$ cat src/rtl/riscv_pkg.sv
// Shared integer-pipeline definitions: data width, register addressing and the
// long-latency writeback entry layout.
package riscv_pkg;

  localparam int XLEN       = 32;
  localparam int REG_ADDR_W = 5;
  localparam int NUM_REGS   = 32;

  typedef struct packed {
    logic [REG_ADDR_W-1:0] rd;
    logic [XLEN-1:0]       data;
  } wb_entry_t;

endpackage

$ cat src/rtl/wb_fifo.sv
// Small synchronous FIFO with registered occupancy count; push into a full FIFO
// is refused even when a pop happens in the same cycle. Read data is the head, combinationally.
module wb_fifo #(
  parameter int WIDTH = 37,
  parameter int DEPTH = 2
) (
  input  logic             clk,
  input  logic             reset,
  input  logic             push_i,
  input  logic [WIDTH-1:0] push_dat_i,
  input  logic             pop_i,
  output logic [WIDTH-1:0] pop_dat_o,
  output logic             full_o,
  output logic             empty_o
);

  localparam int PTR_W = $clog2(DEPTH);

  logic [WIDTH-1:0] mem_q [DEPTH];
  logic [PTR_W-1:0] wr_ptr_q, rd_ptr_q;
  logic [PTR_W:0]   count_q;
  logic             do_push, do_pop;

  assign full_o    = (count_q == (PTR_W+1)'(DEPTH));
  assign empty_o   = (count_q == '0);
  assign do_push   = push_i && !full_o;
  assign do_pop    = pop_i && !empty_o;
  assign pop_dat_o = mem_q[rd_ptr_q];

  always_ff @(posedge clk) begin
    if (reset) begin
      wr_ptr_q <= '0;
      rd_ptr_q <= '0;
      count_q  <= '0;
    end else begin
      // DEPTH is a power of two, so the pointers wrap naturally.
      if (do_push) wr_ptr_q <= wr_ptr_q + PTR_W'(1);
      if (do_pop)  rd_ptr_q <= rd_ptr_q + PTR_W'(1);
      count_q <= count_q + (PTR_W+1)'(do_push) - (PTR_W+1)'(do_pop);
    end
  end

  always_ff @(posedge clk) begin
    if (do_push && !reset) mem_q[wr_ptr_q] <= push_dat_i;
  end

endmodule

$ cat src/rtl/writeback_unit.sv
// Merges ALU results and buffered long-latency responses onto the single
// register-file write port; tracks in-flight long-latency destinations and drives the write bypass.
module writeback_unit
  import riscv_pkg::*;
#(
  parameter int LL_DEPTH = 2
) (
  input  logic                  clk,
  input  logic                  reset,
  input  logic                  alu_valid,
  input  logic [REG_ADDR_W-1:0] alu_rd,
  input  logic [XLEN-1:0]       alu_data,
  input  logic                  ll_issue_valid,
  input  logic [REG_ADDR_W-1:0] ll_issue_rd,
  input  logic                  ll_resp_valid,
  output logic                  ll_resp_ready,
  input  logic [REG_ADDR_W-1:0] ll_resp_rd,
  input  logic [XLEN-1:0]       ll_resp_data,
  output logic                  rf_we,
  output logic [REG_ADDR_W-1:0] rf_waddr,
  output logic [XLEN-1:0]       rf_wdata,
  output logic [NUM_REGS-1:0]   pending,
  input  logic [REG_ADDR_W-1:0] rs1,
  input  logic [REG_ADDR_W-1:0] rs2,
  output logic                  byp1_hit,
  output logic                  byp2_hit,
  output logic [XLEN-1:0]       byp_data
);

  wb_entry_t incoming, fifo_head, head;
  logic      fifo_full, fifo_empty, fifo_push, fifo_pop;
  logic      alu_claim, resp_fire, drain;

  logic                  rf_we_q, rf_we_d;
  logic [REG_ADDR_W-1:0] rf_waddr_q, rf_waddr_d;
  logic [XLEN-1:0]       rf_wdata_q, rf_wdata_d;
  logic [NUM_REGS-1:0]   pending_q, pending_d;

  assign ll_resp_ready = !fifo_full && !reset;
  assign resp_fire     = ll_resp_valid && ll_resp_ready;
  assign alu_claim     = alu_valid && (alu_rd != '0);
  assign incoming      = '{rd: ll_resp_rd, data: ll_resp_data};

  // An empty buffer lets a fresh response go straight to the port.
  assign head      = fifo_empty ? incoming : fifo_head;
  assign drain     = !alu_claim && (!fifo_empty || resp_fire);
  assign fifo_push = resp_fire && !(fifo_empty && drain);
  assign fifo_pop  = drain && !fifo_empty;

  wb_fifo #(
    .WIDTH ($bits(wb_entry_t)),
    .DEPTH (LL_DEPTH)
  ) u_ll_fifo (
    .clk        (clk),
    .reset      (reset),
    .push_i     (fifo_push),
    .push_dat_i (incoming),
    .pop_i      (fifo_pop),
    .pop_dat_o  (fifo_head),
    .full_o     (fifo_full),
    .empty_o    (fifo_empty)
  );

  always_comb begin
    rf_we_d    = 1'b0;
    rf_waddr_d = rf_waddr_q;
    rf_wdata_d = rf_wdata_q;
    pending_d  = pending_q;
    if (alu_claim) begin
      rf_we_d    = 1'b1;
      rf_waddr_d = alu_rd;
      rf_wdata_d = alu_data;
    end else if (drain && (head.rd != '0)) begin
      rf_we_d           = 1'b1;
      rf_waddr_d        = head.rd;
      rf_wdata_d        = head.data;
      pending_d[head.rd] = 1'b0;
    end
    // Applied after the clear so a same-cycle re-issue keeps the bit set.
    if (ll_issue_valid && (ll_issue_rd != '0)) pending_d[ll_issue_rd] = 1'b1;
    pending_d[0] = 1'b0;
  end

  always_ff @(posedge clk) begin
    if (reset) begin
      rf_we_q    <= 1'b0;
      rf_waddr_q <= '0;
      rf_wdata_q <= '0;
      pending_q  <= '0;
    end else begin
      rf_we_q    <= rf_we_d;
      rf_waddr_q <= rf_waddr_d;
      rf_wdata_q <= rf_wdata_d;
      pending_q  <= pending_d;
    end
  end

  assign rf_we    = rf_we_q;
  assign rf_waddr = rf_waddr_q;
  assign rf_wdata = rf_wdata_q;
  assign pending  = pending_q;
  assign byp1_hit = rf_we_q && (rf_waddr_q == rs1) && (rs1 != '0);
  assign byp2_hit = rf_we_q && (rf_waddr_q == rs2) && (rs2 != '0);
  assign byp_data = rf_wdata_q;

endmodule

$ cat config.mk
export PLATFORM = sky130hd
export DESIGN_NAME = writeback_unit
export DESIGN_NICKNAME = d
export VERILOG_FILES = /design/src/rtl/riscv_pkg.sv /design/src/rtl/wb_fifo.sv /design/src/rtl/writeback_unit.sv
export SDC_FILE = /design/constraint.sdc
export NUM_CORES = 1
export LEC_CHECK = 0
export BUFFER_PORTS_ARGS = -buffer_cell sky130_fd_sc_hd__buf_4
export CORE_MARGIN = 4
export CORE_UTILIZATION = 50
export DETAILED_ROUTE_END_ITERATION = 10
export PLACE_DENSITY = 0.77
export SLEW_MARGIN = 20
export SYNTH_ARGS = -nofsm -noshare
export SYNTH_HDL_FRONTEND = slang
export SYNTH_SLANG_ARGS = --single-unit
$ cat constraint.sdc
create_clock -name clk -period 4 [get_ports clk]
set_clock_uncertainty 0.15 [all_clocks]
set_input_delay 0.2 -clock clk [delete_from_list [all_inputs] [get_ports clk]]
set_output_delay 0.2 -clock clk [all_outputs]
set_load 0.01 [all_outputs]
==> impl_metrics.py, run 1 <==
metrics = {
    "placement": {
        "place.gp.congestion": 0.869,
        "place_hpwl_um": 12800,
        "place_area_um2": 8220,
        "portBuffers": 197,
    },
    "worst_setup_path": {
        "crit_path_end_kind": "register",
        "r2r_cells": 7,
        "setup.worst_path.start_class": "primary input",
        "cp-startpoint": "alu_rd[1]",
        "regToRegSetupSlack_ns": 1.08,
        "critPathMaxFanout": 43,
        "r2r-end": "byp_data[31]$_SDFFE_PP0P_",
        "crit_end": "u_ll_fifo.mem_q[0][25]$_DFFE_PP_",
        "worstPathRequired_ns": 3.95,
        "worstSetupPathType": "in2reg",
        "worstPathArrival_ns": 3.14,
    },
    "synth": {
        "syn_area_um2": 6970,
        "synth_commonest_cells": "74 x dfxtp_1, 74 x edfxtp_1, 65 x a211oi_1",
        "synth_edf_count": 74,
        "synth_cell_types": 53,
        "yosysTopAreaCellShare_pct": 31.9,
        "synth_fp_nets": 708,
        "ys_warn_count": 0,
        "synth_area_per_cell_um2": 11.4,
        "synth_area_leaders": "edfxtp_1 32%, dfxtp_1 21%, a211oi_1 7.0%, a221oi_2 6.5%, mux2i_1 5.3%",
        "ys_seq_area_share_pct": 53.2,
        "synth.largest_area_cell": "edfxtp_1",
        "synth_cells": 613,
        "yosys_register_bits": 148,
        "ys.flop_type": "edfxtp_1",
        "synthArstFlopShare_pct": 0,
    },
    "hold_path": {
        "hold_depth": 3,
        "min_path_type": "in2reg",
    },
    "detailed_routing": {
        "via_per_inst": 5.72,
        "remaining_drc_errors": 0,
        "dr.pass1.iters": 5,
        "wl_per_cell_um": 19.1,
        "wl_um": 19000,
        "ant_nets": 0,
        "vias": 5696,
        "drtIter0Drc": 529,
    },
    "global_routing": {
        "grt_max_degree": 66,
        "grt.overflow.total": 0,
        "grt_pass1_vias": 5936,
        "antenna_found_initial": 0,
        "track_usage_pct": 23.8,
        "grt_first_pass_wirelength_um": 30600,
    },
    "cts": {
        "clk_path_buf_depth": 2,
        "cts_buffers": 17,
        "cts_setup_buffers": 0,
        "htree_levels": 4,
        "insertion_delay_ns": 0.42,
        "post_cts_resize_count": 0,
        "cts.reportedPaths.clkPinSlew_ns": 0.06,
        "clock-sinks": 148,
        "cts_tree": "yes",
        "clockRootBuffer": "clkbuf_16",
    },
    "final_layout": {
        "num_antenna_cells": 0,
        "areaGrowthSynthToFinish_pct": 32.8,
        "nets": 901,
        "drive_gt1_share_pct": 34.3,
        "fin_area_um2": 9250,
        "utilization_pct": 68.8,
    },
    "timing": {
        "fmax_mhz": 314,
        "timing.hold.ws_ns": 0.0229,
        "setup_tns_ns": 0,
        "maxSlewHeadroom_pct": 38.8,
        "min_period_ns": 3.19,
        "finalCritPeriodShare_pct": 79.7,
        "rsz0062_at_grt": "no",
        "slew_viol_final": 0,
        "setup_viol": 0,
        "hold_violations": 0,
        "tightest_slew_ns": 0.918,
    },
    "job": {
        "cap_violations": 0,
    },
    "floorplan": {
        "die_w_um": 126,
        "ioPinCount": 199,
        "coreArea_um2": 13500,
        "die_area_um2": 15900,
        "die_height_um": 126,
        "initial_utilization_pct": 51.8,
        "core.rowCount": 42,
    },
    "pwr": {
        "peakVddDrop_uv": 399,
        "p_leak_nw": 3.59,
        "p_per_area_nw_per_um2": 580,
    },
    "run_status": {
        "status": "finished, final reports clean",
    },
}
==> worst min path at each step <==
| stage | start | end |
|---|---|---|
| after global placement | ll_resp_data[1] | u_ll_fifo.mem_q[0][1]$_DFFE_PP_ |
| final | alu_data[18] | byp_data[18]$_SDFFE_PP0P_ |
| after floorplan | ll_resp_data[0] | u_ll_fifo.mem_q[0][0]$_DFFE_PP_ |
| after detailed placement | ll_resp_data[21] | u_ll_fifo.mem_q[1][21]$_DFFE_PP_ |
| after global routing | alu_data[27] | byp_data[27]$_SDFFE_PP0P_ |
| after CTS | alu_data[27] | byp_data[27]$_SDFFE_PP0P_ |
==> area by class of cell <==
cell class | instances | area, µm²
fill | 981 | 4200
sequential | 148 | 3700
multi-input combinational | 348 | 2600
timing repair buffer | 253 | 2010
clock buffer | 23 | 519
tap | 176 | 220
inverter | 38 | 143
clock inverter | 9 | 48.8
==> through the flow <==
stage               worst slack [ns]  std cells  power, mW
floorplan                      0.389        613       3.33
global placement               0.911        917       3.78
detailed placement             0.795        917       3.84
CTS                            0.798        995       5.36
global route                   0.641        995       5.64
finish                         0.812        995       5.36
==> layout by cell type (no fill, tap or decap), types with 4 or more instances in the layout <==
cell / Yosys / layout
a21o_1: 7 / 6
dlygate4sd3_1: 0 / 46
nand2_1: 8 / 8
clkinv_2: 0 / 8
edfxtp_1: 74 / 74
a211oi_1: 65 / 65
buf_4: 33 / 207
nand4_1: 4 / 4
o211ai_1: 16 / 16
o311ai_0: 5 / 5
nor3_1: 11 / 11
xor2_1: 7 / 7
o21ai_0: 30 / 30
nor2_1: 43 / 43
nand3b_1: 4 / 4
a221oi_2: 30 / 30
mux2i_1: 37 / 37
clkbuf_16: 0 / 18
a21oi_1: 25 / 25
nand4b_1: 4 / 4
xnor2_1: 5 / 5
a221oi_1: 5 / 5
dfxtp_1: 74 / 73
clkbuf_8: 0 / 5
inv_1: 37 / 37
nand3_1: 13 / 13
==> timing repair <==
action,4_1_cts,5_1_grt
hold buffers,46,0
endpoints found under the hold margin,83,0
endpoints found under the setup margin,0,0
==> registers in the layout, indices dropped and copies added (netlist names), named ones only <==
| signal | cells |
|---|---|
| byp_data | 32 |
| pending | 31 |
| rf_waddr | 5 |
| rf_we | 1 |
| u_ll_fifo.count_q | 2 |
| u_ll_fifo.mem_q | 74 |
| u_ll_fifo.rd_ptr_q | 1 |
| u_ll_fifo.wr_ptr_q | 1 |
==> metal layers <==
layer / track usage, % / vias up / share of wire, %
met5: 0 / - / 0
met4: 8.33 / 0 / 2.1
met3: 5.55 / 39 / 6.0
met2: 41.6 / 231 / 52
met1: 28.9 / 2740 / 40
li1: - / 2686 / -
==> critical path: stages <==
cell	delay (ns)
dlygate4sd3_1	0.53
buf_4	0.12
o21a_2	0.54
buf_4	0.54
o211a_1	0.28
nor2b_4	0.53
buf_4	0.37
==> power breakdown <==
part	internal [mW]	total, mW	leakage, nW	switching (mW)
sequential	1.81	1.99	1.28	0.189
clock	0.904	1.50	0.293	0.597
combinational	0.807	1.87	2.02	1.06
total	3.52	5.36	3.59	1.85
==> logic make-up after synthesis <==
family	count (synthesis)	synth area share (%)
AO/OA/AOI/OAI	193	22.3
AND/OR/NAND/NOR	104	7.72
multiplexers	37	5.32
XOR/XNOR	12	1.51
flip-flops	148	53.2
adder cells (fa/ha/maj)	1	0.180
other	1	0.0538
buffers and inverters	117	9.72
(Power assumes the default switching activity.)
==> run 2, diff against run 1 <==
CORE_UTILIZATION = 47   (was 50)
PLACE_DENSITY = 0.76   (was 0.77)
clock period = 2.6 ns   (was 4 ns; I/O delays follow)
==> impl_metrics.py, run 2 (synthesis gave the netlist of run 1 again) <==
metrics = {
    "global_routing": {
        "antenna_found_initial": 0,
        "grt_pass1_vias": 5921,
        "track_usage_pct": 22.7,
        "grt_first_pass_wirelength_um": 29900,
        "grt.overflow.total": 0,
        "grt_max_degree": 46,
    },
    "cts": {
        "insertion_delay_ns": 0.42,
        "clk_path_buf_depth": 2,
        "htree_levels": 4,
        "cts.reportedPaths.clkPinSlew_ns": 0.06,
        "clockRootBuffer": "clkbuf_16",
        "cts_tree": "yes",
        "clock-sinks": 148,
        "cts_buffers": 17,
    },
    "placement": {
        "portBuffers": 197,
        "place_hpwl_um": 12700,
        "place.gp.congestion": 0.839,
    },
    "worst_setup_path": {
        "timing.rr.start": "u_ll_fifo.count_q[1]$_SDFF_PP0_",
        "worstPathArrival_ns": 2.62,
        "r2r_cells": 5,
        "crit_path_end_kind": "register",
        "worstPathRequired_ns": 2.71,
        "setup.worst_path.start_class": "primary input",
        "worstSetupPathType": "in2reg",
        "critPathMaxFanout": 8,
        "r2r-end": "pending[19]$_SDFF_PP0_",
        "regToRegSetupSlack_ns": 0.16,
    },
    "pwr": {
        "power.internal_mw": 5.67,
        "power_frac_comb_pct": 35.8,
        "p_per_area_nw_per_um2": 869,
        "p_sw_share_pct": 33.4,
        "pwr-share-clk_pct": 28.6,
        "peakVddDrop_uv": 600,
        "p_leak_nw": 3.81,
        "p_seq_share_pct": 35.6,
        "netSwitchingPower_mw": 2.85,
    },
    "timing": {
        "hold_violations": 0,
        "maxSlewHeadroom_pct": 53.3,
        "tightest_slew_ns": 0.700,
        "min_period_ns": 2.50,
        "setup_viol": 0,
        "slew_viol_final": 0,
        "finalCritPeriodShare_pct": 96.2,
        "rsz0062_at_grt": "no",
        "setup_tns_ns": 0,
        "fmax_mhz": 400,
    },
    "final_layout": {
        "final_cell_mix": "217 x buf_4, 84 x dlygate4sd3_1, 74 x edfxtp_1",
        "regMostFlops": "u_ll_fifo.mem_q",
        "mostFrequentLayoutCell": "buf_4",
        "utilization_pct": 67.4,
        "areaGrowthSynthToFinish_pct": 40.7,
        "num_antenna_cells": 0,
        "largest_register_ff_count": 74,
        "drive_gt1_share_pct": 33.5,
        "nets": 951,
    },
    "hold_path": {
        "min_to": "pending[28]$_SDFF_PP0_",
        "hold_start": "ll_issue_rd[0]",
        "min_path_type": "in2reg",
        "hold_depth": 4,
    },
    "detailed_routing": {
        "dr.pass1.iters": 5,
        "ant_nets": 0,
        "via_per_inst": 5.56,
        "wl_per_cell_um": 18.1,
        "remaining_drc_errors": 0,
        "vias": 5847,
        "drtIter0Drc": 396,
        "wl_um": 19100,
    },
    "floorplan": {
        "ioPinCount": 199,
        "initial_utilization_pct": 47.9,
        "core.rowCount": 44,
        "coreArea_um2": 14500,
        "die_area_um2": 16800,
        "die_w_um": 130,
        "die_height_um": 130,
    },
    "job": {
        "cap_violations": 0,
    },
    "run_status": {
        "status": "finished, final reports clean",
    },
}
-- run 2: cell types whose count changed in the layout (fill, tap and decap cells not counted), sizes merged --
cell and change:
buf +12, clkbuf +3, clkinv -7, dlygate4sd3 +38, inv +3
-- run 2: metal layers --
layer  GRT usage [%]  routed length, µm  up-vias
li1                -                  -     2784
met1            27.5               7880     2822
met2            39.8               9740      208
met3            4.75               1170       33
met4            8.74                308        0
met5               0                  0        -
-- run 2: what timing repair did --
action	in CTS	in global routing
setup buffers	0	1
setup endpoints to repair	0	36
hold endpoints to repair	142	0
hold buffers	84	0
resized for setup	0	1
-- run 2: how the worst max path moves through the flow --
stage | start | to | cells after the start
4_1_cts | alu_rd[0] | byp_data[31]$_SDFFE_PP0P_ | 7
5_1_grt | u_ll_fifo.count_q[1]$_SDFF_PP0_ | pending[19]$_SDFF_PP0_ | 5
2_1_floorplan | u_ll_fifo.count_q[1]$_SDFF_PP0_ | u_ll_fifo.mem_q[0][0]$_DFFE_PP_ | 7
3_5_place_dp | u_ll_fifo.count_q[1]$_SDFF_PP0_ | rf_waddr[4]$_SDFFE_PP0P_ | 6
6_report | alu_rd[0] | pending[19]$_SDFF_PP0_ | 8
3_3_place_gp | alu_rd[0] | rf_waddr[4]$_SDFFE_PP0P_ | 6
-- run 2: critical path: stages --
cell	delay (ns)
dlygate4sd3_1	0.55
buf_4	0.14
or4_1	0.54
o21ai_1	0.23
buf_4	0.20
nand4_1	0.32
o211ai_1	0.33
o21ai_0	0.17
-- run 2: final cells by class --
cell class                      instances  area [µm²]
Clock buffer                           26         578
Clock inverter                          5        28.8
Fill cell                            1075        4730
Inverter                               38         143
Multi-Input combinational cell        348        2610
Sequential cell                       148        3700
Tap cell                              184         230
Timing Repair Buffer                  303        2510
-- run 2: metrics by stage --
step | instances | worst slack, ns | hold slack, ns | instance area [µm²] | power (mW)
2_1_floorplan | 613 | 0.0887 | 0.0789 | 6980 | 5.12
3_3_place_gp | 936 | 0.274 | 0.176 | 8340 | 5.93
3_5_place_dp | 936 | 0.135 | 0.178 | 8340 | 6.00
4_1_cts | 1051 | 0.0485 | 0.0128 | 9780 | 8.55
5_1_grt | 1052 | 0.0296 | 0.0494 | 9800 | 8.97
6_report | 1052 | 0.0982 | 0.0230 | 9800 | 8.52
-- run 2: power by group through the flow --
| stage | Sequential (mW) | Combinational [mW] | Clock [mW] |
|---|---|---|---|
| floorplan | 3.08 | 2.04 | 0 |
| global placement | 3.05 | 2.88 | 0 |
| detailed placement | 3.08 | 2.93 | 0 |
| CTS | 3.03 | 3.05 | 2.47 |
| global route | 3.07 | 3.33 | 2.56 |
| finish | 3.03 | 3.05 | 2.43 |
==> run 3, diff against run 2 <==
SYNTH_HIERARCHICAL = 1   (was unset)
==> impl_metrics.py, run 3 <==
metrics = {
    "worst_setup_path": {
        "critical_path.slowest_cell": "or4_4",
        "worstPathRequired_ns": 2.73,
        "crit_path_end_kind": "register",
        "crit_path_cell_trace": "dlygate4sd3_1, buf_4, or4_4, o21ai_2, buf_4, a21oi_4, nand2b_4, ha_1, inv_1, ha_1, xor2_1, and2_2, nor3_1",
        "r2r-end": "byp_data[22]$_SDFFE_PP0P_",
        "critical_path.top_delay_family": "buffers and inverters",
        "setup.worst_path.start_class": "primary input",
        "critPathMaxFanout": 4,
        "r2r_cells": 6,
        "critPathMaxStageDelay_ns": 0.55,
        "crit_buf_inv": 4,
        "timing.rr.start": "u_ll_fifo/count_q[1]$_SDFF_PP0_",
        "worstPathArrival_ns": 2.68,
        "worstSetupPathType": "in2reg",
        "regToRegSetupSlack_ns": 0.12,
    },
    "timing": {
        "setup_tns_ns": 0,
        "maxSlewHeadroom_pct": 38.1,
        "min_period_ns": 2.55,
        "setup_ws_ns": 0.0516,
        "hold_violations": 0,
        "tightest_slew_ns": 0.926,
        "setup_viol": 0,
        "finalCritPeriodShare_pct": 98.0,
        "fmax_mhz": 392,
        "slew_viol_final": 0,
    },
    "final_layout": {
        "fill_cells": 1021,
        "nets": 956,
        "areaGrowthSynthToFinish_pct": 43.7,
        "final_cell_mix": "220 x buf_4, 81 x dlygate4sd3_1, 74 x edfxtp_1",
        "regMostFlops": "u_ll_fifo/mem_q",
        "final_cells": 1058,
        "largest_register_ff_count": 74,
        "fin_area_um2": 10100,
        "drive_gt1_share_pct": 36.1,
        "utilization_pct": 69.4,
        "mostFrequentLayoutCell": "buf_4",
    },
    "pwr": {
        "pwr-share-clk_pct": 41.8,
        "p_per_area_nw_per_um2": 654,
        "power_frac_comb_pct": 18.4,
        "power.internal_mw": 5.00,
        "netSwitchingPower_mw": 1.62,
        "p_seq_share_pct": 39.8,
        "peakVddDrop_uv": 474,
        "p_sw_share_pct": 24.5,
        "p_leak_nw": 4.31,
    },
    "floorplan": {
        "ioPinCount": 199,
        "die_w_um": 130,
        "initial_utilization_pct": 48.3,
        "coreArea_um2": 14600,
        "die_height_um": 130,
        "die_area_um2": 17000,
        "core.rowCount": 44,
    },
    "cts": {
        "htree_levels": 4,
        "insertion_delay_ns": 0.42,
        "clockRootBuffer": "clkbuf_16",
        "clk_path_buf_depth": 2,
        "cts.reportedPaths.clkPinSlew_ns": 0.06,
        "cts_tree": "yes",
        "cts_buffers": 17,
        "clock-sinks": 148,
    },
    "detailed_routing": {
        "wl_um": 20800,
        "vias": 6138,
        "ant_nets": 0,
        "remaining_drc_errors": 0,
        "dr.pass1.iters": 5,
        "wl_met2_um": 10200,
        "drtIter0Drc": 420,
        "wl_met1_um": 8550,
        "via_per_inst": 5.80,
        "wl_met3_um": 1730,
        "top_layer": "met4",
        "wl_per_cell_um": 19.7,
    },
    "synth": {
        "ys_seq_area_share_pct": 52.5,
        "synth_commonest_cells": "74 x dfxtp_1, 74 x edfxtp_1, 38 x a32o_1, 38 x mux2_2, 38 x nand3_1",
        "synth_area_per_cell_um2": 11.5,
        "ys.flop_type": "edfxtp_1",
        "ys_warn_count": 6,
        "synth.largest_area_cell": "edfxtp_1",
        "synth_cell_types": 56,
        "synth_cells": 615,
        "synthArstFlopShare_pct": 0,
        "yosys_register_bits": 148,
        "synth_fp_nets": 711,
        "synth_area_leaders": "edfxtp_1 32%, dfxtp_1 21%, mux2_2 6.1%, a32o_1 5.4%, mux2i_1 5.1%",
        "synth_edf_count": 74,
        "syn_area_um2": 7050,
        "yosysTopAreaCellShare_pct": 31.5,
    },
    "placement": {
        "portBuffers": 197,
        "place_hpwl_um": 13900,
        "place_area_um2": 8610,
        "place.gp.congestion": 0.911,
        "numPlacedInstances": 942,
        "place_ws_ns": 0.0651,
    },
    "run_status": {
        "status": "finished, final reports clean",
    },
    "job": {
        "cap_violations": 0,
    },
    "hold_path": {
        "min_path_type": "in2reg",
        "hold_start": "alu_valid",
        "hold_depth": 4,
        "min_to": "rf_waddr[0]$_SDFFE_PP0P_",
    },
    "global_routing": {
        "antenna_found_initial": 0,
        "track_usage_pct": 23.6,
        "grt_first_pass_wirelength_um": 31500,
        "grt_max_degree": 59,
        "grt.overflow.total": 0,
        "grt_pass1_vias": 6078,
    },
}
==> run 3: timing repair <==
action | CTS | global route
setup buffers | 0 | 2
setup endpoints to repair | 0 | 38
gates resized for setup | 0 | 3
endpoints found under the hold margin | 116 | 0
hold buffers | 81 | 0
==> run 3: worst max path at each step <==
stage                     slack (ns)                            start  cells after the start                              end
after floorplan                -0.08  u_ll_fifo/count_q[1]$_SDFF_PP0_                      5  u_ll_fifo/mem_q[1][0]$_DFFE_PP_
after global placement          0.13                         register                      6        byp_data[18]$_SDFFE_PP0P_
after detailed placement        0.07                         register                      6         rf_waddr[2]$_SDFFE_PP0P_
after CTS                       0.04                        alu_rd[2]                     13  u_ll_fifo/count_q[1]$_SDFF_PP0_
after global routing           -0.02  u_ll_fifo/count_q[1]$_SDFF_PP0_                      6         byp_data[7]$_SDFFE_PP0P_
final                           0.05                        alu_rd[2]                     13  u_ll_fifo/count_q[1]$_SDFF_PP0_
==> run 3: routing by layer <==
metal	track usage, %	vias up
met1	29.7	2986
met2	40.6	295
met4	8.23	0
met5	0	-
li1	-	2817
met3	4.88	40
==> run 3: layout make-up <==
cell class	instances	area, µm²	area share, %
diodes	1	2.50	0.0247
clock inverters	13	230	2.27
well taps	184	230	2.27
flip-flops and latches	148	3710	36.6
inverters	6	22.5	0.222
multi-input cells	381	2930	28.9
clock buffers	19	443	4.37
repair buffers	306	2560	25.3
==> run 3: cells by family after synthesis <==
logic type	Yosys count	synth area share (%)
muxes	75	11.4
xor gates and xnor gates	10	1.24
adders and majority gates	2	0.355
DFF	148	52.5
and+or+nand+nor	138	10.4
other	1	0.0532
buffers and inverters	86	6.94
AOI/OAI and AO/OA	155	17.0
==> run 3: worst min-delay path: cells and delay by family <==
kind                   cells  cell delay, ns
AO/OA/AOI/OAI              1            0.06
AND/OR/NAND/NOR            2            0.26
buffers and inverters      1            0.12
==> run 3: metrics by stage <==
step / hold slack [ns] / power, mW
floorplan: 0.0419 / 3.35
global placement: 0.176 / 3.75
detailed placement: 0.180 / 3.78
CTS: 0.0213 / 6.64
global route: 0.0693 / 6.86
finish: 0.0516 / 6.62
==> run 3: power groups by stage <==
stage,combinational [mW],sequential (mW),clock (mW)
final,1.22,2.63,2.77
after global routing,1.31,2.64,2.90
after CTS,1.20,2.63,2.80
after detailed placement,1.10,2.68,0
after global placement,1.07,2.67,0
after floorplan,0.658,2.69,0
